==> src/rtl/vram_write_arbiter.sv <==
`default_nettype none
// ============================================================================
// Module   : vram_write_arbiter
// Purpose  : Round-robin arbiter sharing the single video-memory write port
//            between NUM_REQ pixel writers, with a built-in full-frame clear
//            engine that locks clients out while it fills the frame.
// Revision : 1.0 - initial release
// ============================================================================
module vram_write_arbiter #(
  parameter int NUM_REQ   = 3,
  parameter int FB_PIXELS = 19200,
  parameter int ADDR_W    = 15
) (
  input  logic                      clk,
  input  logic                      rst_n,
  input  logic [NUM_REQ-1:0]        req_valid,
  output logic [NUM_REQ-1:0]        req_ready,
  input  logic [NUM_REQ*ADDR_W-1:0] req_addr,
  input  logic [NUM_REQ*3-1:0]      req_rgb,
  input  logic                      clear_start,
  input  logic [2:0]                clear_rgb,
  output logic                      clear_busy,
  output logic                      clear_done,
  output logic [ADDR_W-1:0]         vram_addr,
  output logic [2:0]                vram_rgb,
  output logic                      vram_we
);

  localparam int              PTR_W      = (NUM_REQ > 1) ? $clog2(NUM_REQ) : 1;
  localparam logic [PTR_W:0]  C_NUM_REQ  = (PTR_W+1)'(NUM_REQ);
  localparam logic [PTR_W-1:0] C_PTR_MAX = PTR_W'(NUM_REQ-1);
  localparam logic [ADDR_W-1:0] C_LAST_PIX = ADDR_W'(FB_PIXELS-1);

  typedef enum logic [0:0] {
    ARB   = 1'b0,
    CLEAR = 1'b1
  } state_t;

  state_t              r_state;
  state_t              w_state_nxt;
  logic [PTR_W-1:0]    r_ptr;
  logic [ADDR_W-1:0]   r_fill_cnt;

  logic                w_any;
  logic [PTR_W-1:0]    w_win;
  logic [PTR_W:0]      w_scan;
  logic                w_grant;
  logic [PTR_W-1:0]    w_ptr_nxt;
  logic [ADDR_W-1:0]   w_win_addr;
  logic [2:0]          w_win_rgb;
  logic                w_in_range;
  logic                w_fill_last;

  logic [ADDR_W-1:0]   w_addr_arr [NUM_REQ];
  logic [2:0]          w_rgb_arr  [NUM_REQ];

  // Split the packed client buses into per-requester fields
  for (genvar g = 0; g < NUM_REQ; g++) begin : g_unpack
    assign w_addr_arr[g] = req_addr[g*ADDR_W +: ADDR_W];
    assign w_rgb_arr[g]  = req_rgb[g*3 +: 3];
  end

  // Round-robin scan: first valid requester starting at the pointer
  always_comb begin
    w_any  = 1'b0;
    w_win  = '0;
    w_scan = '0;
    for (int k = 0; k < NUM_REQ; k++) begin
      w_scan = {1'b0, r_ptr} + (PTR_W+1)'(k);
      if (w_scan >= C_NUM_REQ) begin
        w_scan = w_scan - C_NUM_REQ;
      end
      if (!w_any && req_valid[w_scan[PTR_W-1:0]]) begin
        w_any = 1'b1;
        w_win = w_scan[PTR_W-1:0];
      end
    end
  end

  // A clear request pre-empts any grant in the same cycle
  assign w_grant     = (r_state == ARB) && !clear_start && w_any;
  assign w_ptr_nxt   = (w_win == C_PTR_MAX) ? '0 : w_win + 1'b1;
  assign w_win_addr  = w_addr_arr[w_win];
  assign w_win_rgb   = w_rgb_arr[w_win];
  assign w_in_range  = (w_win_addr <= C_LAST_PIX);
  assign w_fill_last = (r_fill_cnt == C_LAST_PIX);

  // One-hot grant; depends only on state, pointer, valids and clear_start
  always_comb begin
    req_ready = '0;
    if (w_grant) begin
      req_ready[w_win] = 1'b1;
    end
  end

  // State register
  always_ff @(posedge clk or negedge rst_n) begin
    if (!rst_n) begin
      r_state <= ARB;
    end else begin
      r_state <= w_state_nxt;
    end
  end

  // Next-state logic: leave CLEAR once the last pixel has been written
  always_comb begin
    w_state_nxt = r_state;
    case (r_state)
      ARB:     if (clear_start) w_state_nxt = CLEAR;
      CLEAR:   if (w_fill_last) w_state_nxt = ARB;
      default: w_state_nxt = ARB;
    endcase
  end

  // Write-port datapath, round-robin pointer and fill counter
  always_ff @(posedge clk or negedge rst_n) begin
    if (!rst_n) begin
      r_ptr      <= '0;
      r_fill_cnt <= '0;
      vram_we    <= 1'b0;
      vram_addr  <= '0;
      vram_rgb   <= '0;
      clear_busy <= 1'b0;
      clear_done <= 1'b0;
    end else begin
      clear_done <= 1'b0;
      case (r_state)
        ARB: begin
          if (clear_start) begin
            // First fill write goes out on the cycle busy rises;
            // vram_rgb holds the latched fill colour for the whole fill
            r_fill_cnt <= '0;
            clear_busy <= 1'b1;
            vram_we    <= 1'b1;
            vram_addr  <= '0;
            vram_rgb   <= clear_rgb;
          end else if (w_any) begin
            r_ptr <= w_ptr_nxt;
            if (w_in_range) begin
              vram_we   <= 1'b1;
              vram_addr <= w_win_addr;
              vram_rgb  <= w_win_rgb;
            end else begin
              // Accepted but dropped: address/colour keep their last values
              vram_we <= 1'b0;
            end
          end else begin
            vram_we <= 1'b0;
          end
        end
        CLEAR: begin
          if (w_fill_last) begin
            clear_busy <= 1'b0;
            clear_done <= 1'b1;
            vram_we    <= 1'b0;
          end else begin
            r_fill_cnt <= r_fill_cnt + 1'b1;
            vram_addr  <= r_fill_cnt + 1'b1;
            vram_we    <= 1'b1;
          end
        end
        default: begin
          vram_we <= 1'b0;
        end
      endcase
    end
  end

endmodule
`default_nettype wire

==> config.mk <==
export PLATFORM = sky130hd
export DESIGN_NAME = vram_write_arbiter
export DESIGN_NICKNAME = d
export VERILOG_FILES = /design/src/rtl/vram_write_arbiter.sv
export SDC_FILE = /design/constraint.sdc
export NUM_CORES = 1
export LEC_CHECK = 0
export BUFFER_PORTS_ARGS = -buffer_cell sky130_fd_sc_hd__buf_2
export CAP_MARGIN = 10
export CELL_PAD_IN_SITES_DETAIL_PLACEMENT = 1
export CELL_PAD_IN_SITES_GLOBAL_PLACEMENT = 2
export CORE_ASPECT_RATIO = 2
export CORE_UTILIZATION = 25
export CTS_CLUSTER_SIZE = 14
export DETAILED_ROUTE_END_ITERATION = 7
export PLACE_DENSITY_LB_ADDON = 0.1
export SETUP_SLACK_MARGIN = 0.3
export SYNTH_ARGS = -nofsm -noshare
export SYNTH_HDL_FRONTEND = slang
export SYNTH_SLANG_ARGS = --single-unit
==> constraint.sdc <==
create_clock -name clk -period 3.4 [get_ports clk]
set_clock_uncertainty 0.1 [all_clocks]
set_input_delay 0.51 -clock clk [delete_from_list [all_inputs] [get_ports clk]]
set_output_delay 0.51 -clock clk [all_outputs]
set_load 0.03 [all_outputs]
* Yosys cells after proc, flatten, opt, wreduce, memory -nomap -nowiden *
Cells that the tools add are included.

word-level totals
  bits in registers = 39
  input bits = 63
  output and inout bits = 24

operators by class
  $add $sub $neg = 7
  multiplexer cells = 47
  reductions and logical operators = 15
  order comparisons = 10
  equality and inequality tests = 7
  bitwise logic cells = 3

operator list
  operator                 count
  $mux W15                 7
  $pmux W15 S2             2
  $bmux W15 S2             1
  $mux W3                  6
  $mux W1                  16
  $add A15 B1 Y15 const B  1
  $eq A15 B15 Y1 const B   1
  $le A15 B15 Y1 const B   1
  $mux W2                  7
  $lt A2 B3 Y1 const B     4
  $reduce_and A3 Y1        3
  $bmux W1 S2              3
  $bmux W3 S2              1
  $ge A3 B2 Y1 const B     2
  $ne A3 B3 Y1 const B     2
  $pmux W1 S2              3
  $sub A2 B2 Y2 const B    3
  $logic_and A1 B1 Y1      5
  $ne A2 B2 Y1 const B     2
  $reduce_and A2 Y1        2
  $reduce_bool A2 Y1       2
  $add A2 B1 Y3 const B    1
  $add A2 B2 Y3 const B    1
  $ge A3 B3 Y1 const B     1
  9 further kinds          12

* Longest topological paths before layout *
  depth after elaboration = 20
  depth in mapped cells = 13

* Least setup slack after synthesis *
No wires, ideal clock.

  path type = reg2out
  start = reg r_ptr[0]
  end = out req_ready[2]
  cell stages (with the launch flop) = 10
  data arrival time = 2.871 ns
  setup slack = -0.081 ns
  path buffers = 2
  path through = dfrtp_1 > inv_1 > ha_1 > buf_2 > mux2i_1 > o22ai_1 > o221a_2 > nor2_1 > buf_2 > nor3_1

between the ends
  longest elaborated chain between the ends = 16

RTL lines
  what                                                                    line  text
  from (decl)                                                             41    logic [PTR_W-1:0] r_ptr;
  from (signal assigned)                                                  138   r_ptr <= w_ptr_nxt;
  parallel branches: the longest is 15 deep, another holds $add A2 B1 Y3  -
  $mux W3 (*)                                                             91    if (w_grant) begin
  to (decl)                                                               17    output logic [NUM_REQ-1:0] req_ready,

Every way passes the cells marked *. The select of a mux whose other input is x is not followed.

* Final worst setup path *
  start = reg r_ptr[1]
  end = out req_ready[0]

The elaborated chain is that of the path after synthesis.

==> impl_metrics.env <==
export IMPL_outcome="finished clean"
export IMPL_grt_pass1_vias=3135
export IMPL_syn2layout_area_growth_pct=49.0
export IMPL_postPlaceCellArea_um2=3480
export IMPL_synth_edff_count=0
export IMPL_combPwrFrac_pct=56.7
export IMPL_ff2ff_path_depth=10
export IMPL_antenna_found_initial=0
export IMPL_fin_nets=509
export IMPL_drive_gt1_share_pct=45.5
export IMPL_period_share_pct=93.5
export IMPL_cp_max_fo=6
export IMPL_p_clk_share_pct=17.2
export IMPL_drc=0
export IMPL_report_final_slew_viol_count=0
export IMPL_crit_required_ns=2.79
export IMPL_rsz0062_at_grt="yes"
export IMPL_syn_num_nets=386
export IMPL_ys_seq_area_share_pct=34.7
export IMPL_vias=2852
export IMPL_fin_ws_ns=0.221
export IMPL_synthArstFlopShare_pct=100
export IMPL_ys_seq_elements=39
export IMPL_track_usage_pct=19.4
export IMPL_ant_nets=0
export IMPL_wire_per_inst_um=18.9
export IMPL_ys_types=61
export IMPL_dp_slack_ns=-0.0969
export IMPL_numClockSinks=39
export IMPL_cts_made_buffers=5
export IMPL_routed_wl_mm=11.0
export IMPL_htreeDepth=2
export IMPL_ys_flop_type="dfrtp_1"
export IMPL_syn_area_per_cell_um2=8.84
export IMPL_grt_max_degree=40
export IMPL_syn_inst=318
export IMPL_fin_util_pct=38.2
export IMPL_gp_congestion=0.839
export IMPL_cts_root_buf="clkbuf_16"
export IMPL_yosysTopAreaCellShare_pct=34.7
export IMPL_instances_no_fill=582
export IMPL_dpl_cell_count=547
export IMPL_cts_buffer_depth=2
export IMPL_synth_largest_area_cell="dfrtp_1"
export IMPL_holdWs_ns=0.260
export IMPL_setup_viol=0
export IMPL_yosysWarnings=0
export IMPL_p_leak_nw=1.90
export IMPL_io_pins=87
export IMPL_startpoint_type="flop"
export IMPL_min_path_type="in2async"
export IMPL_cp_arrival_ns=2.57
export IMPL_critPathKind="reg2out"
export IMPL_port_buffers=86
export IMPL_hold_viol_final=0
export IMPL_dp_hpwl_mm=8.23
export IMPL_peakVddDrop_v=0.000282
export IMPL_r2r_setup_slack_ns=0.25
export IMPL_synthTopCellsByArea="dfrtp_1, nand2_1, mux2i_1"
export IMPL_overflow=0
export IMPL_cap_violations=0
export IMPL_path_clk_slew_ns=0.06
export IMPL_switchingPower_mw=1.12
export IMPL_p_total_mw=2.69
export IMPL_power_frac_seq_pct=26.1
export IMPL_core_area_um2=10900
export IMPL_grt_pass1_wl_mm=17.1
export IMPL_start_util_pct=25.7
export IMPL_vias_per_cell=4.90
export IMPL_worstSkewPairLatency_ns=0.29
export IMPL_drt_initial_drc_count=42
export IMPL_end_kind="output pin"
export IMPL_rows=54
export IMPL_cts_tree="yes"
export IMPL_max_slew_margin_pct=36.1
export IMPL_powerDensity_nw_per_um2=643
export IMPL_period_minus_slack_ns=3.18
export IMPL_fmax_ghz=0.315
export IMPL_die_area_um2=11700
export IMPL_die_h_um=152
export IMPL_drt_first_pass_iters=4
export IMPL_die_w_um=77.0
export IMPL_fin_setup_tns_ns=0
export IMPL_p_sw_share_pct=41.7
export IMPL_finalInstanceArea_um2=4190
export IMPL_synth_area_um2=2810
export IMPL_diodes=0
export IMPL_worst_slew_pin_slew_ns=0.959
export IMPL_p_int_mw=1.57
-- layer usage --
metal  GRT usage [%]  vias up  part of all wire (%)  routed length [um]
met1            18.8     1379                    34                3740
li1                -     1377                     -                   -
met3            2.88       25                   3.1                 342
met4            9.70        0                   4.1                 448
met5               0        -                     0                   0
met2            38.3       71                    59                6450
-- repair_timing --
item                       in CTS  in global routing
resized for setup              49                 25
setup buffers                  18                  8
hold buffers                    0                  0
setup endpoints to repair      22                 21
pin swaps                      13                  5
gates cloned                    1                  0
-- power by group through the flow --
stage | Sequential (mW) | Clock [mW] | Combinational, mW
detailed placement | 0.708 | 0 | 1.14
floorplan | 0.781 | 0 | 0.694
finish | 0.703 | 0.463 | 1.53
CTS | 0.703 | 0.481 | 1.40
global placement | 0.705 | 0 | 1.13
global route | 0.725 | 0.497 | 1.63
-- placed cells by master, fill, tap and decap left out, drive strengths merged, types with 3 or more instances in the layout --
| cell type | netlist | final |
|---|---|---|
| a31oi | 5 | 5 |
| o21ai | 15 | 15 |
| or2 | 3 | 3 |
| o31ai | 4 | 4 |
| nand4 | 3 | 3 |
| ha | 5 | 5 |
| o221ai | 3 | 3 |
| o22ai | 5 | 5 |
| o211ai | 8 | 8 |
| clkbuf | 7 | 7 |
| mux2 | 13 | 13 |
| o221a | 3 | 3 |
| nor2b | 4 | 4 |
| nand3 | 9 | 9 |
| buf | 5 | 127 |
| inv | 10 | 10 |
| a21o | 4 | 4 |
| mux2i | 18 | 18 |
| nand2 | 69 | 69 |
| dfrtp | 39 | 39 |
| xor2 | 8 | 8 |
| xnor2 | 5 | 5 |
| and3 | 3 | 3 |
| nor3 | 5 | 5 |
| nand2b | 8 | 8 |
| a41oi | 3 | 3 |
| a21oi | 3 | 3 |
| nor2 | 26 | 26 |
-- worst max-delay path: stages, from the launching register on --
cell and delay (ns):
dfrtp_1 0.40, buf_6 0.14, ha_4 0.31, buf_6 0.13, nand2_4 0.05, a32oi_4 0.30
o31ai_4 0.11, buf_6 0.14, or3_4 0.35, buf_6 0.13, nor2_4 0.08, buf_6 0.13
-- final timing paths --
| path | startpoint | endpoint |
|---|---|---|
| max in group asynchronous | rst_n | r_ptr[0] |
| worst min-delay path | rst_n | vram_rgb[0] |
| worst max-delay path | r_ptr[1] | req_ready[0] |
| worst min register to register | vram_addr[14] | vram_addr[14] |
| worst max register to register | r_ptr[1] | vram_addr[1] |
| min in group clk | vram_addr[14] | vram_addr[14] |
-- flip-flops by register name, indices dropped and copies added, names as in the netlist --
| name | count |
|---|---|
| clear_busy | 1 |
| r_state | 1 |
| clear_done | 1 |
| r_ptr | 2 |
| vram_rgb | 3 |
| r_fill_cnt | 15 |
| vram_we | 1 |
| vram_addr | 15 |
-- synth_stat cells, types with 2 or more instances --
| library cell | number |
|---|---|
| nand4_1 | 3 |
| xnor2_1 | 5 |
| nand3b_1 | 2 |
| a31oi_1 | 5 |
| nor3_1 | 4 |
| buf_2 | 2 |
| and3_1 | 3 |
| o21ai_0 | 13 |
| a21o_2 | 2 |
| o221ai_1 | 3 |
| xor2_1 | 8 |
| mux2_4 | 8 |
| nand2_1 | 69 |
| inv_1 | 10 |
| o2bb2ai_2 | 2 |
| a21o_1 | 2 |
| mux2_2 | 5 |
| a21oi_1 | 3 |
| o22ai_1 | 5 |
| nor2b_1 | 4 |
| clkbuf_1 | 7 |
| o211ai_1 | 7 |
| or2_2 | 2 |
| nor2_1 | 26 |
| ha_1 | 5 |
| nand3_1 | 8 |
| a41oi_1 | 3 |
| a211oi_1 | 2 |
| a22o_1 | 2 |
| dfrtp_1 | 39 |
| mux2i_1 | 18 |
| o221a_2 | 3 |
| o31ai_1 | 3 |
| nand2b_1 | 8 |
-- cell type report --
class,count,area (um2)
clock buffers,7,133
clock inverters,1,5.00
fillers,1336,6760
inverters,11,41.3
multi-input cells,257,2060
flip-flops and latches,39,977
well taps,140,175
repair buffers,127,798
-- kinds of logic (layout without fill, tap and decap cells) --
group,count (synthesis),count (layout),synth area share (%)
AO/OA/AOI/OAI,68,69,19.5
XOR/XNOR,13,13,4.05
adder cells (fa/ha/maj),5,5,2.23
buffers and inverters,23,146,4.01
flip-flops,39,39,34.7
multiplexers,31,31,12.7
AND/OR/NAND/NOR,139,139,22.8
No activity file was read; power rests on OpenSTA's default activity.
